[config.mk]
export PLATFORM = sky130hd
export DESIGN_NAME = accel_spi_reader
export DESIGN_NICKNAME = d
export VERILOG_FILES = /design/src/rtl/accel_pkg.sv /design/src/rtl/spi_xfer_engine.sv /design/src/rtl/accel_spi_reader.sv
export SDC_FILE = /design/constraint.sdc
export NUM_CORES = 1
export LEC_CHECK = 0
export ABC_AREA = 1
export CAP_MARGIN = 20
export CORE_MARGIN = 5
export CORE_UTILIZATION = 65
export CTS_BUF_LIST = sky130_fd_sc_hd__clkbuf_2 sky130_fd_sc_hd__clkbuf_4 sky130_fd_sc_hd__clkbuf_8
export DETAILED_ROUTE_END_ITERATION = 6
export PLACE_DENSITY = 0.92
export SLEW_MARGIN = 20
export SYNTH_ARGS = -nofsm -noshare
export SYNTH_HDL_FRONTEND = slang
export SYNTH_SLANG_ARGS = --single-unit
[constraint.sdc]
create_clock -name clk -period 4.8 [get_ports clk]
set_input_delay 0.96 -clock clk [delete_from_list [all_inputs] [get_ports clk]]
set_output_delay 0.96 -clock clk [all_outputs]
set_load 0.01 [all_outputs]
[src/rtl/accel_pkg.sv]
// ADXL345 register map, SPI command encodings, request record and FSM state types for the X-axis reader.
// Pure declarations: no logic, no latency, no flow control.
package accel_pkg;

  localparam logic [5:0] REG_POWER_CTL   = 6'h2D;
  localparam logic [5:0] REG_DATA_FORMAT = 6'h31;
  localparam logic [5:0] REG_DATAX0      = 6'h32;

  localparam logic [7:0] DATA_FORMAT_VAL = 8'h08;  // full resolution, 4-wire SPI
  localparam logic [7:0] POWER_CTL_VAL   = 8'h08;  // measure mode

  localparam logic [1:0] CMD_WRITE_SB    = 2'b00;
  localparam logic [1:0] CMD_READ_MB     = 2'b11;

  typedef enum logic [2:0] {
    ST_STARTUP,
    ST_CFG_FMT,
    ST_CFG_PWR,
    ST_WAIT,
    ST_READ_X,
    ST_UPDATE
  } rd_state_e;

  typedef enum logic [2:0] {
    XS_IDLE,
    XS_SETUP,
    XS_LOW,
    XS_HIGH,
    XS_GAP
  } xfer_state_e;

  // tx_dat is sent MSB first; only the top nbytes bytes are shifted out.
  typedef struct packed {
    logic [1:0]  nbytes;
    logic [23:0] tx_dat;
  } xfer_req_t;

  function automatic logic [7:0] spi_cmd(input logic [1:0] rw_mb, input logic [5:0] addr);
    return {rw_mb, addr};
  endfunction

endpackage

[src/rtl/spi_xfer_engine.sv]
// Mode-3 SPI frame generator: CS setup, nbytes*8 SCLK periods of 2*HALF clocks, CS hold, CS-high gap, then done.
// rx byte strobed HALF cycles after its last SCLK rise; start is only honoured while idle (no other backpressure).
module spi_xfer_engine
  import accel_pkg::*;
#(
  parameter int HALF = 2
) (
  input  logic       clk,
  input  logic       rst_n,
  input  logic       start,
  input  xfer_req_t  req,
  output logic       busy,
  output logic       done,
  output logic       rx_vld,
  output logic [1:0] rx_idx,
  output logic [7:0] rx_dat,
  output logic       spi_cs_n,
  output logic       spi_sclk,
  output logic       spi_mosi,
  input  logic       spi_miso
);

  localparam int            CW       = $clog2(2 * HALF) + 1;
  localparam logic [CW-1:0] PH_LAST  = CW'(HALF - 1);
  localparam logic [CW-1:0] GAP_LAST = CW'(2 * HALF - 1);

  xfer_state_e   state, state_nxt;
  logic [CW-1:0] ph_cnt;
  logic [4:0]    bit_cnt;
  logic [4:0]    nbits;
  logic [23:0]   tx_sh;
  logic [7:0]    rx_sh;
  logic          ld, fall, rise, last_bit, ph_end;

  assign busy     = (state != XS_IDLE);
  assign last_bit = (bit_cnt == nbits);
  assign ph_end   = (ph_cnt == PH_LAST);

  always_ff @(posedge clk or negedge rst_n) begin
    if (!rst_n) state <= XS_IDLE;
    else        state <= state_nxt;
  end

  always_comb begin
    state_nxt = state;
    ld        = 1'b0;
    fall      = 1'b0;
    rise      = 1'b0;
    case (state)
      XS_IDLE:  if (start) begin state_nxt = XS_SETUP; ld = 1'b1; end
      XS_SETUP: if (ph_end) begin state_nxt = XS_LOW; fall = 1'b1; end
      XS_LOW:   if (ph_end) begin state_nxt = XS_HIGH; rise = 1'b1; end
      XS_HIGH: begin
        if (ph_end) begin
          if (last_bit) state_nxt = XS_GAP;
          else begin
            state_nxt = XS_LOW;
            fall      = 1'b1;
          end
        end
      end
      XS_GAP:   if (ph_cnt == GAP_LAST) state_nxt = XS_IDLE;
      default:  state_nxt = XS_IDLE;
    endcase
  end

  // Pin levels are registered from the next state so they change on the same edge as the FSM.
  always_ff @(posedge clk or negedge rst_n) begin
    if (!rst_n) begin
      ph_cnt   <= '0;
      bit_cnt  <= '0;
      nbits    <= '0;
      tx_sh    <= '0;
      rx_sh    <= '0;
      spi_cs_n <= 1'b1;
      spi_sclk <= 1'b1;
      spi_mosi <= 1'b0;
      rx_vld   <= 1'b0;
      rx_idx   <= '0;
      rx_dat   <= '0;
      done     <= 1'b0;
    end else begin
      ph_cnt   <= (state_nxt != state || state == XS_IDLE) ? '0 : ph_cnt + 1'b1;
      spi_cs_n <= (state_nxt == XS_IDLE) || (state_nxt == XS_GAP);
      spi_sclk <= (state_nxt != XS_LOW);
      done     <= (state == XS_GAP) && (state_nxt == XS_IDLE);
      rx_vld   <= 1'b0;
      if (ld) begin
        tx_sh    <= req.tx_dat;
        spi_mosi <= req.tx_dat[23];
        nbits    <= {req.nbytes, 3'b000};
        bit_cnt  <= '0;
      end
      if (fall) begin
        spi_mosi <= tx_sh[23];
        tx_sh    <= {tx_sh[22:0], 1'b0};
      end
      if (rise) begin
        rx_sh   <= {rx_sh[6:0], spi_miso};
        bit_cnt <= bit_cnt + 5'd1;
      end
      if (state == XS_HIGH && ph_end && bit_cnt[2:0] == 3'd0) begin
        rx_vld <= 1'b1;
        rx_idx <= bit_cnt[4:3] - 2'd1;
        rx_dat <= rx_sh;
      end
      if (state_nxt == XS_GAP && state != XS_GAP) spi_mosi <= 1'b0;
    end
  end

endmodule

[src/rtl/accel_spi_reader.sv]
// ADXL345 X-axis reader: waits for sensor power-up, writes DATA_FORMAT and POWER_CTL, then burst-reads X every SAMPLE_CYC.
// accel_x_valid follows the last X1 SCLK rise by HALF+2 cycles; no backpressure, each sample is a one-cycle strobe.
module accel_spi_reader
  import accel_pkg::*;
#(
  parameter int CLK_HZ      = 25_000_000,
  parameter int SPI_HZ      = 2_000_000,
  parameter int STARTUP_CYC = 50_000,
  parameter int SAMPLE_CYC  = 250_000
) (
  input  logic        clk,
  input  logic        rst_n,
  output logic        spi_cs_n,
  output logic        spi_sclk,
  output logic        spi_mosi,
  input  logic        spi_miso,
  output logic        init_done,
  output logic [15:0] accel_x,
  output logic        accel_x_valid
);

  localparam int HALF = CLK_HZ / (2 * SPI_HZ);
  localparam int SW   = $clog2(STARTUP_CYC + 1);
  localparam int PW   = $clog2(SAMPLE_CYC + 1);

  rd_state_e   state, state_nxt;
  logic [SW-1:0] start_cnt;
  logic [PW-1:0] samp_cnt;
  logic          tick;
  logic          xfer_start, xfer_busy, xfer_done;
  logic          rx_vld;
  logic [1:0]    rx_idx;
  logic [7:0]    rx_dat, x0_q, x1_q;
  xfer_req_t     req;

  spi_xfer_engine #(.HALF(HALF)) u_xfer (
    .clk      (clk),
    .rst_n    (rst_n),
    .start    (xfer_start),
    .req      (req),
    .busy     (xfer_busy),
    .done     (xfer_done),
    .rx_vld   (rx_vld),
    .rx_idx   (rx_idx),
    .rx_dat   (rx_dat),
    .spi_cs_n (spi_cs_n),
    .spi_sclk (spi_sclk),
    .spi_mosi (spi_mosi),
    .spi_miso (spi_miso)
  );

  assign tick = init_done && (samp_cnt == PW'(SAMPLE_CYC - 1));

  always_ff @(posedge clk or negedge rst_n) begin
    if (!rst_n) state <= ST_STARTUP;
    else        state <= state_nxt;
  end

  // Each transaction is launched on the edge that enters its state.
  always_comb begin
    state_nxt  = state;
    xfer_start = 1'b0;
    req        = '0;
    case (state)
      ST_STARTUP: begin
        if (start_cnt == SW'(STARTUP_CYC - 1)) begin
          state_nxt  = ST_CFG_FMT;
          xfer_start = 1'b1;
          req.nbytes = 2'd2;
          req.tx_dat = {spi_cmd(CMD_WRITE_SB, REG_DATA_FORMAT), DATA_FORMAT_VAL, 8'h00};
        end
      end
      ST_CFG_FMT: begin
        if (xfer_done) begin
          state_nxt  = ST_CFG_PWR;
          xfer_start = 1'b1;
          req.nbytes = 2'd2;
          req.tx_dat = {spi_cmd(CMD_WRITE_SB, REG_POWER_CTL), POWER_CTL_VAL, 8'h00};
        end
      end
      ST_CFG_PWR: if (spi_cs_n) state_nxt = ST_WAIT;
      ST_WAIT: begin
        if (tick && !xfer_busy) begin
          state_nxt  = ST_READ_X;
          xfer_start = 1'b1;
          req.nbytes = 2'd3;
          req.tx_dat = {spi_cmd(CMD_READ_MB, REG_DATAX0), 16'h0000};
        end
      end
      ST_READ_X: if (rx_vld && rx_idx == 2'd2) state_nxt = ST_UPDATE;
      ST_UPDATE: state_nxt = ST_WAIT;
      default:   state_nxt = ST_STARTUP;
    endcase
  end

  always_ff @(posedge clk or negedge rst_n) begin
    if (!rst_n) begin
      start_cnt     <= '0;
      samp_cnt      <= '0;
      init_done     <= 1'b0;
      x0_q          <= '0;
      x1_q          <= '0;
      accel_x       <= '0;
      accel_x_valid <= 1'b0;
    end else begin
      if (state == ST_STARTUP) start_cnt <= start_cnt + 1'b1;
      if (state == ST_CFG_PWR && state_nxt == ST_WAIT) init_done <= 1'b1;
      // Sample phase is anchored to the cycle init_done rises.
      if (!init_done || tick) samp_cnt <= '0;
      else                    samp_cnt <= samp_cnt + 1'b1;
      if (state == ST_READ_X && rx_vld) begin
        if (rx_idx == 2'd1) x0_q <= rx_dat;
        if (rx_idx == 2'd2) x1_q <= rx_dat;
      end
      accel_x_valid <= (state == ST_UPDATE);
      if (state == ST_UPDATE) accel_x <= {x1_q, x0_q};
    end
  end

endmodule

==> impl_metrics.csv, run 1 <==
group,metric,value,unit
status,status,"completed",
clock_tree,clock_path_buffers,2,
pwr,finalPower,1.880,mW
floorplan,die-height,101.3,um
global_routing,grt_pass1_vias,4223,
sta,max_freq,0.4071,GHz
floorplan,start_util,66.27,%
clock_tree,root_buffer,"clkbuf_8",
critical_path,max_stage_delay,0.54,ns
sta,rsz0062_at_grt,"false",
pwr,irDropWorstVdd,196.1,uV
synthesis,synth_ff_type,"dfrtp_1",
global_routing,antenna_found_initial,0,
route,drc,0,
route,dr.pass1.iters,5,
synthesis,async_reset_ff_share,100.0,%
clock_tree,post_cts_buffers,0,
placement,place.gp.congestion,0.9182,
synthesis,synth_top_area_share,55.43,%
synthesis,ys_seq_area_share,56.40,%
critical_path,cp-start-kind,"register",
synthesis,synth_area,5418,um2
synthesis,synth_common_cells,"185 x nand2_1, 120 x dfrtp_1, 60 x inv_1",
sta,min_period,2.457,ns
global_routing,track_usage,23.94,%
sta,worst_slew_pin_slew,1.090,ns
clock_tree,holdBufCountCts,0,
route,routed_wl,11.08,mm
pwr,leakagePower,2.987,nW
synthesis,synth_edf_count,0,
synthesis,synth_nets,619,
synthesis,yosys.area.top_type,"dfrtp_1",
global_routing,grt_pass1_wl,19.26,mm
critical_path,path_cells,"clkdlybuf4s50_1",
synthesis,synth.area.top_cells,"dfrtp_1 55%, nand2_1 13%, inv_1 4.2%",
critical_path,worstSetupPathType,"register to primary output",
sta,slew_violations,0,
floorplan,die_area,10260,um2
critical_path,critPathTopFamily,"flip-flops",
critical_path,cp_num_buf_inv,1,
critical_path,end_kind,"primary output",
clock_tree,clk_pin_slew_worst_paths,0.08,ns
floorplan,dieWidth,101.3,um
clock_tree,cts_buffers,17,
global_routing,grt_max_degree,55,
route,ant_nets,0,
sta,clock_skew,0.009897,ns
clock_tree,clock_latency,0.43,ns
layout,drive_gt1_share,11.26,%
clock_tree,cts_tree,"yes",
placement,portBuffers,23,
sta,timing.final.crit_share,51.18,%
critical_path,r2r-end,"u_xfer.rx_dat[1]",
route,via_per_inst,5.518,
floorplan,core,8175,um2
sta,slew-limit-headroom,27.05,%
global_routing,grt.overflow.total,0,
flow_run,cap_violations,0,
critical_path,worst_ep_required_time,3.84,ns
synthesis,synthMostInstantiatedCell,"nand2_1",
sta,hold_viol_final,0,
critical_path,rr_startpoint,"u_xfer.ph_cnt[1]",
synthesis,synth.avg_cell_area,8.881,um2
synthesis,syn_inst,610,
layout,fin_nets,653,
placement,dpl.hpwl,7.257,mm
hold_path,hold_path_class,"input pin to async pin",
route,vias,4205,
synthesis,yosysUniqueCellTypes,37,
pwr,p_per_area,307.9,nW/um2
critical_path,reg2regPathDepth,8,
floorplan,num_rows,33,
route,wl_per_cell,14.54,um
sta,setup_tns,0,ns
clock_tree,htree_num_levels,4,
synthesis,ys_ff_latch,122,
critical_path,arrival,1.50,ns
route,drtIter0Drc,299,
floorplan,pin_count,24,
clock_tree,cts_resized,0,
clock_tree,numClockSinks,122,
critical_path,crit_slowest_cell,"dfstp_2",
critical_path,crit_fanout,2,
layout,antenna_cells,0,
synthesis,yosysWarnings,0,
sta,finalSetupViolCount,0,
critical_path,ff2ff_setup_slack,2.49,ns
layout,area_growth,12.68,%
-- cells in the final DEF (no fill, tap or decap), drive strengths merged --
cell type and n:
xnor2 7, o21ai 42, clkinv 5, o22ai 2, a22oi 1, nor3 15
buf 3, nand4 11, nand3 37, nand2 190, a21oi 7, and3 1
nor2 66, a31oi 2, dfrtp 120, xor2 17, or2 2, clkbuf 17
clkinvlp 6, nor3b 1, ha 6, dfstp 2, inv 70, bufinv 1
clkdlybuf4s50 22, nor4 2, o31ai 2
-- how the worst max path moves through the flow --
stage | from | endpoint | slack (ns) | depth (start not counted)
after floorplan | samp_cnt[0] | u_xfer.tx_sh[17] | 3.19 | 9
after global placement | state[1] | accel_x[1] | 2.75 | 4
after detailed placement | u_xfer.ph_cnt[1] | u_xfer.rx_dat[0] | 2.57 | 7
after CTS | u_xfer.spi_cs_n | spi_cs_n | 2.32 | 1
after global routing | u_xfer.spi_cs_n | spi_cs_n | 2.29 | 1
final | u_xfer.spi_cs_n | spi_cs_n | 2.34 | 1
-- kinds of logic (layout without fill, tap and decap cells) --
kind of cell    Yosys count  after routing  share of synthesized area [%]
flops                   122            122                          56.40
simple gates            325            325                          27.04
fa+ha+maj                 6              6                          1.386
compound gates           56             56                          5.612
buf+inv                  77            124                          5.681
xor+xnor                 24             24                          3.880
-- flip-flops by register name (all words and copies together), names as in the netlist, 2 cells and up --
| register | flops |
|---|---|
| start_cnt | 16 |
| u_xfer.rx_dat | 8 |
| x0_q | 8 |
| u_xfer.nbits | 2 |
| u_xfer.ph_cnt | 5 |
| samp_cnt | 18 |
| u_xfer.bit_cnt | 5 |
| u_xfer.rx_sh | 8 |
| accel_x | 16 |
| state | 3 |
| u_xfer.rx_idx | 2 |
| u_xfer.tx_sh | 13 |
| x1_q | 8 |
| u_xfer.state | 3 |
-- worst reg2reg max path: cells and delay by family, from the launching register on --
family,cells,cell delay [ns]
AOI/OAI and AO/OA,1,0.17
and+or+nand+nor,4,1.35
DFF,1,0.40
buffers and inverters,2,0.16
adders and majority gates,1,0.13
-- power by group --
group          switching (mW)  internal, mW
clock                   0.424         0.407
combinational          0.0189       0.00228
sequential                  0          1.03
total                   0.443          1.44
-- stage by stage --
step,setup WS (ns),instances,utilization [%],hold WS [ns],cell area [um2]
floorplan,3.195,610,-,0.4420,5418
global placement,2.748,730,70.19,0.4530,5738
detailed placement,2.574,730,70.19,0.4584,5738
CTS,2.322,762,74.59,0.4385,6098
global route,2.294,762,74.67,0.4535,6105
finish,2.343,762,74.67,0.4383,6105
-- cell type report --
cell class / count / area [um2]
Sequential cell: 122 / 3055
Fill cell: 539 / 2071
Multi-Input combinational cell: 411 / 2061
Inverter: 67 / 254.0
Timing Repair Buffer: 25 / 242.7
Clock buffer: 17 / 234.0
Tap cell: 105 / 131.4
Clock inverter: 15 / 126.4
-- layer usage --
| metal | vias up | GRT usage (%) | routed length, um |
|---|---|---|---|
| met3 | 26 | 6.680 | 588 |
| met4 | 0 | 9.816 | 230 |
| met1 | 2047 | 30.11 | 4642 |
| met2 | 143 | 39.34 | 5620 |
| met5 | - | 0 | 0 |
| li1 | 1989 | - | - |
Note: power is estimated with default switching activity, not from simulation.
==> run 2: changes to the inputs <==
Settings changed: CORE_UTILIZATION 65 to 63, PLACE_DENSITY 0.92 to 0.89.
Clock period 4.8 ns to 2.5 ns, I/O delays scaled along.
==> impl_metrics.csv, run 2 (synthesis results as in run 1) <==
group,metric,value,unit
hold_path,hold_path_class,"input pin to async pin",
layout,layout_common_cells,"185 x nand2_1, 120 x dfrtp_1, 60 x inv_1, 53 x nor2_1, 41 x o21ai_0",
floorplan,die-height,102.7,um
clock_tree,holdBufCountCts,0,
clock_tree,htree_num_levels,4,
critical_path,cp-start-kind,"register",
critical_path,ff2ff_setup_slack,0.58,ns
critical_path,path_cells,"clkdlybuf4s50_1",
route,via_per_inst,5.419,
clock_tree,cts_resized,0,
pwr,irDropWorstVdd,488.9,uV
clock_tree,clock_path_buffers,2,
floorplan,dieWidth,102.7,um
sta,fin_ws,0.4904,ns
placement,portBuffers,23,
clock_tree,clk_pin_slew_worst_paths,0.07,ns
layout,drive_gt1_share,11.53,%
floorplan,pin_count,24,
critical_path,cp_num_buf_inv,1,
layout,largest-register,"samp_cnt",
critical_path,r2r-end,"u_xfer.tx_sh[21]",
layout,multiInputGateArea,2054,um2
clock_tree,clock_latency,0.44,ns
flow_run,cap_violations,0,
route,drtIter0Drc,266,
critical_path,endpoint,"spi_cs_n",
pwr,p_per_area,574.1,nW/um2
layout,area_growth,12.70,%
critical_path,worstSetupPathType,"register to primary output",
critical_path,crit_slowest_cell,"dfstp_2",
global_routing,antenna_found_initial,0,
placement,dpl.hpwl,7.293,mm
sta,setup_tns,0,ns
floorplan,die_area,10550,um2
sta,slew-limit-headroom,59.29,%
critical_path,worstSetupStartpoint,"u_xfer.spi_cs_n",
sta,worst_slew_pin_slew,0.6089,ns
floorplan,start_util,65.28,%
clock_tree,cts_tree,"yes",
sta,rsz0062_at_grt,"false",
global_routing,grt.overflow.total,0,
sta,timing.final.crit_share,80.38,%
route,drc,0,
critical_path,critPathTopFamily,"flip-flops",
critical_path,rr_startpoint,"u_xfer.bit_cnt[0]",
critical_path,crit_cells,1,
clock_tree,numClockSinks,122,
clock_tree,post_cts_buffers,0,
placement,place_ws,0.6222,ns
route,dr.pass1.iters,5,
global_routing,grt_pass1_wl,18.62,mm
route,wl_per_cell,14.23,um
route,vias,4140,
critical_path,crit_fanout,2,
critical_path,worst_ep_required_time,2.00,ns
layout,layout_commonest_cell,"nand2_1",
layout,antenna_cells,0,
global_routing,grt_max_degree,49,
clock_tree,cts_buffers,17,
placement,place.gp.congestion,0.8792,
pwr,leakagePower,2.983,nW
layout,largestRegisters,"samp_cnt x18, accel_x x16, start_cnt x16",
floorplan,num_rows,33,
global_routing,track_usage,22.89,%
layout,largest_register_ffs,18,
critical_path,end_kind,"primary output",
sta,slew_violations,0,
sta,hold_viol_final,0,
floorplan,core,8299,um2
status,status,"completed",
sta,max_freq,0.4976,GHz
route,ant_nets,0,
layout,ff_latch_area,3055,um2
critical_path,max_stage_delay,0.55,ns
route,routed_wl,10.87,mm
sta,min_period,2.010,ns
global_routing,grt_pass1_vias,4136,
clock_tree,root_buffer,"clkbuf_8",
sta,finalSetupViolCount,0,
critical_path,reg2regPathDepth,11,
layout,nFillCells,547,
layout,fin_nets,655,
critical_path,arrival,1.51,ns
sta,clock_skew,0.01014,ns
==> run 2: cell count changes in the layout (fill, tap and decap cells not counted), sizes merged <==
| cell | delta |
|---|---|
| clkinv | +2 |
| bufinv | -1 |
| clkinvlp | +2 |
| inv | -3 |
| buf | +2 |
==> run 2: where the power goes <==
part	switching [mW]	leakage, nW	internal [mW]	total, mW
registers	0	1.68	1.97	1.97
logic	0.0372	1.15	0.00659	0.0438
clock network	0.814	0.151	0.675	1.49
total	0.851	2.98	2.65	3.51
==> run 2: how the worst min path moves through the flow <==
stage                  start            end  slack [ns]  depth (start not counted)
3_5_place_dp      accel_x[7]     accel_x[7]        0.46                          2
4_1_cts                rst_n    accel_x[11]        0.04                          1
2_1_floorplan          rst_n     accel_x[0]        0.20                          0
6_report               rst_n   start_cnt[9]        0.03                          1
3_3_place_gp   start_cnt[15]  start_cnt[15]        0.45                          1
5_1_grt                rst_n     accel_x[3]        0.05                          1
==> run 2: worst register-to-register path: stages, from the launching register on <==
cell and delay (ns):
dfrtp_1 0.38, inv_1 0.11, ha_1 0.15, inv_1 0.04, nor2_1 0.11, nand3_1 0.08, nor2_1 0.27, o21ai_4 0.20
nor2_4 0.29, nand2_1 0.08, nand2_1 0.07, inv_1 0.04
==> run 2: area by class of cell <==
class	count	area share (%)
Tap cell	105	2.152
Clock inverter	15	1.742
Inverter	67	4.160
Multi-Input combinational cell	411	33.65
Timing Repair Buffer	27	4.426
Sequential cell	122	50.04
Clock buffer	17	3.832
==> run 2: stage by stage <==
step | cell area [um2] | std cells | utilization (%) | hold WS, ns | power [mW]
2_1_floorplan | 5418 | 610 | - | 0.2044 | 2.011
3_3_place_gp | 5766 | 732 | 69.47 | 0.4542 | 2.056
3_5_place_dp | 5766 | 732 | 69.47 | 0.4589 | 2.057
4_1_cts | 6106 | 764 | 73.57 | 0.04020 | 3.528
5_1_grt | 6106 | 764 | 73.57 | 0.05135 | 3.633
6_report | 6106 | 764 | 73.57 | 0.03044 | 3.505
==> run 2: routing by layer <==
layer	routed length, um	up-vias	track usage [%]
li1	-	2010	-
met1	4712	1991	28.62
met4	190	0	7.769
met3	558	23	6.563
met5	0	-	0
met2	5411	116	38.48
==> run 3: changes to the inputs <==
Clock period 2.5 ns to 2 ns, I/O delays scaled along.
==> impl_metrics.csv, run 3 (synthesis results as in run 1) <==
group,metric,value,unit
floorplan,pin_count,24,
clock_tree,numClockSinks,122,
sta,slew_violations,0,
global_routing,grt_pass1_vias,4211,
sta,rsz0062_at_grt,"true",
placement,dpl.hpwl,6.885,mm
placement,portBuffers,23,
status,status,"completed",
global_routing,track_usage,23.33,%
layout,largest_register_ffs,18,
sta,hold_viol_final,0,
floorplan,dieWidth,102.7,um
clock_tree,htree_num_levels,4,
critical_path,path_cells,"ha_1 > nand3_1 > nor2_2 > nand4_4 > nand3_2 > nor2_1 > nand2_1 > nor2_1",
route,dr.pass1.iters,5,
critical_path,cp_num_buf_inv,0,
pwr,leakagePower,3.102,nW
layout,layout_commonest_cell,"nand2_1",
critical_path,worstSetupPathType,"register to register",
floorplan,num_rows,33,
global_routing,antenna_found_initial,0,
pwr,p_switching,1.022,mW
critical_path,ff2ff_setup_slack,0.08,ns
layout,drive_gt1_share,11.97,%
route,ant_nets,0,
placement,placed_area,5773,um2
critical_path,cpMostUsedCell,"nor2_1",
critical_path,end_kind,"register",
pwr,p_int,4.451,mW
critical_path,arrival,2.23,ns
critical_path,r2r-end,"u_xfer.ph_cnt[4]",
hold_path,hold_path_class,"input pin to async pin",
route,wl_per_cell,14.61,um
sta,max_freq,0.5219,GHz
clock_tree,clock_path_buffers,2,
pwr,clock_power_share,54.0,%
sta,worst_slew_pin_slew,0.6329,ns
pwr,irDropWorstVdd,737.3,uV
flow_run,cap_violations,0,
layout,area_growth,17.04,%
clock_tree,post_cts_buffers,0,
sta,slew-limit-headroom,57.69,%
critical_path,worst_ep_required_time,2.31,ns
critical_path,crit_fanout,10,
floorplan,core,8299,um2
pwr,comb_power_share,0.9,%
route,vias,4191,
sta,fin_ws,0.08394,ns
critical_path,cp-start-kind,"register",
pwr,p_per_area,863.0,nW/um2
placement,place.gp.congestion,0.8927,
floorplan,start_util,65.28,%
critical_path,crit_cells,8,
route,drc,0,
layout,largest-register,"samp_cnt",
pwr,switching_share,18.67,%
floorplan,die_area,10550,um2
clock_tree,cts_buffers,17,
clock_tree,clock_latency,0.43,ns
layout,largestRegisters,"samp_cnt x18, accel_x x16, start_cnt x16",
sta,finalSetupViolCount,0,
pwr,finalPower,5.472,mW
route,routed_wl,11.17,mm
global_routing,grt_pass1_wl,19.20,mm
sta,timing.final.crit_share,95.80,%
critical_path,rr_startpoint,"samp_cnt[0]",
clock_tree,cts_tree,"yes",
layout,antenna_cells,0,
layout,layout_common_cells,"185 x nand2_1, 120 x dfrtp_1, 60 x inv_1, 52 x nor2_1, 41 x o21ai_0",
layout,nFillCells,489,
pwr,power_frac_seq,45.1,%
clock_tree,holdBufCountCts,0,
global_routing,grt.overflow.total,0,
global_routing,grt_max_degree,123,
critical_path,crit_slowest_cell,"dfrtp_1",
floorplan,die-height,102.7,um
route,drtIter0Drc,270,
layout,final_core_util,76.41,%
critical_path,critPathTopFamily,"simple AND/OR/NAND/NOR gates",
placement,place_ws,0.07329,ns
sta,clock_skew,0.01353,ns
route,via_per_inst,5.478,
clock_tree,clk_pin_slew_worst_paths,0.08,ns
layout,fin_nets,656,
clock_tree,root_buffer,"clkbuf_8",
layout,final_cell_area,6341,um2
critical_path,reg2regPathDepth,8,
critical_path,max_stage_delay,0.43,ns
sta,min_period,1.916,ns
run 3: cell types whose count changed in the layout (fill, tap and decap cells not counted), sizes merged:
cell      delta
clkinvlp     -5
clkbuf       +4
clkinv       -7
bufinv       +8
buf          +1
run 3: routing by layer:
| metal | vias up | track usage (%) | routed length [um] |
|---|---|---|---|
| met5 | - | 0 | 0 |
| met4 | 0 | 9.661 | 173 |
| met3 | 26 | 6.022 | 601 |
| met2 | 134 | 38.23 | 5706 |
| met1 | 2022 | 29.72 | 4693 |
| li1 | 2009 | - | - |
run 3: final cells by class:
cell class,instances,area [um2],area share (%)
multi-input combinational,411,2077,32.75
clock inverter,11,262.8,4.144
tap,105,131.4,2.072
clock buffer,21,282.8,4.459
sequential,122,3055,48.18
timing repair buffer,28,277.8,4.380
inverter,67,254.0,4.006
run 3: how the worst max path moves through the flow:
| stage | to | startpoint |
|---|---|---|
| floorplan | u_xfer.tx_sh[17] | samp_cnt[0] |
| global placement | u_xfer.tx_sh[21] | u_xfer.bit_cnt[0] |
| detailed placement | u_xfer.tx_sh[21] | u_xfer.bit_cnt[0] |
| CTS | u_xfer.tx_sh[21] | u_xfer.bit_cnt[0] |
| global route | u_xfer.ph_cnt[1] | samp_cnt[0] |
| finish | u_xfer.ph_cnt[4] | samp_cnt[0] |
run 3: power by group through the flow:
| stage | clock network [mW] | registers [mW] | logic [mW] |
|---|---|---|---|
| detailed placement | 0 | 2.51 | 0.0553 |
| floorplan | 0 | 2.51 | 0.00000106 |
| CTS | 2.98 | 2.47 | 0.0551 |
| global placement | 0 | 2.51 | 0.0551 |
| finish | 2.95 | 2.47 | 0.0517 |
| global route | 3.12 | 2.46 | 0.0630 |
run 3: what timing repair did:
item,4_1_cts,5_1_grt
endpoints found under the hold margin,0,0
endpoints found under the setup margin,0,20
resized for setup,0,5
run 3: stage by stage:
stage          cells  hold slack (ns)  TNS [ns]
2_1_floorplan    610           0.1044         0
3_3_place_gp     733           0.4536         0
3_5_place_dp     733           0.4577         0
4_1_cts          765          0.07244         0
5_1_grt          765          0.06449  -0.09084
6_report         765         0.008259         0
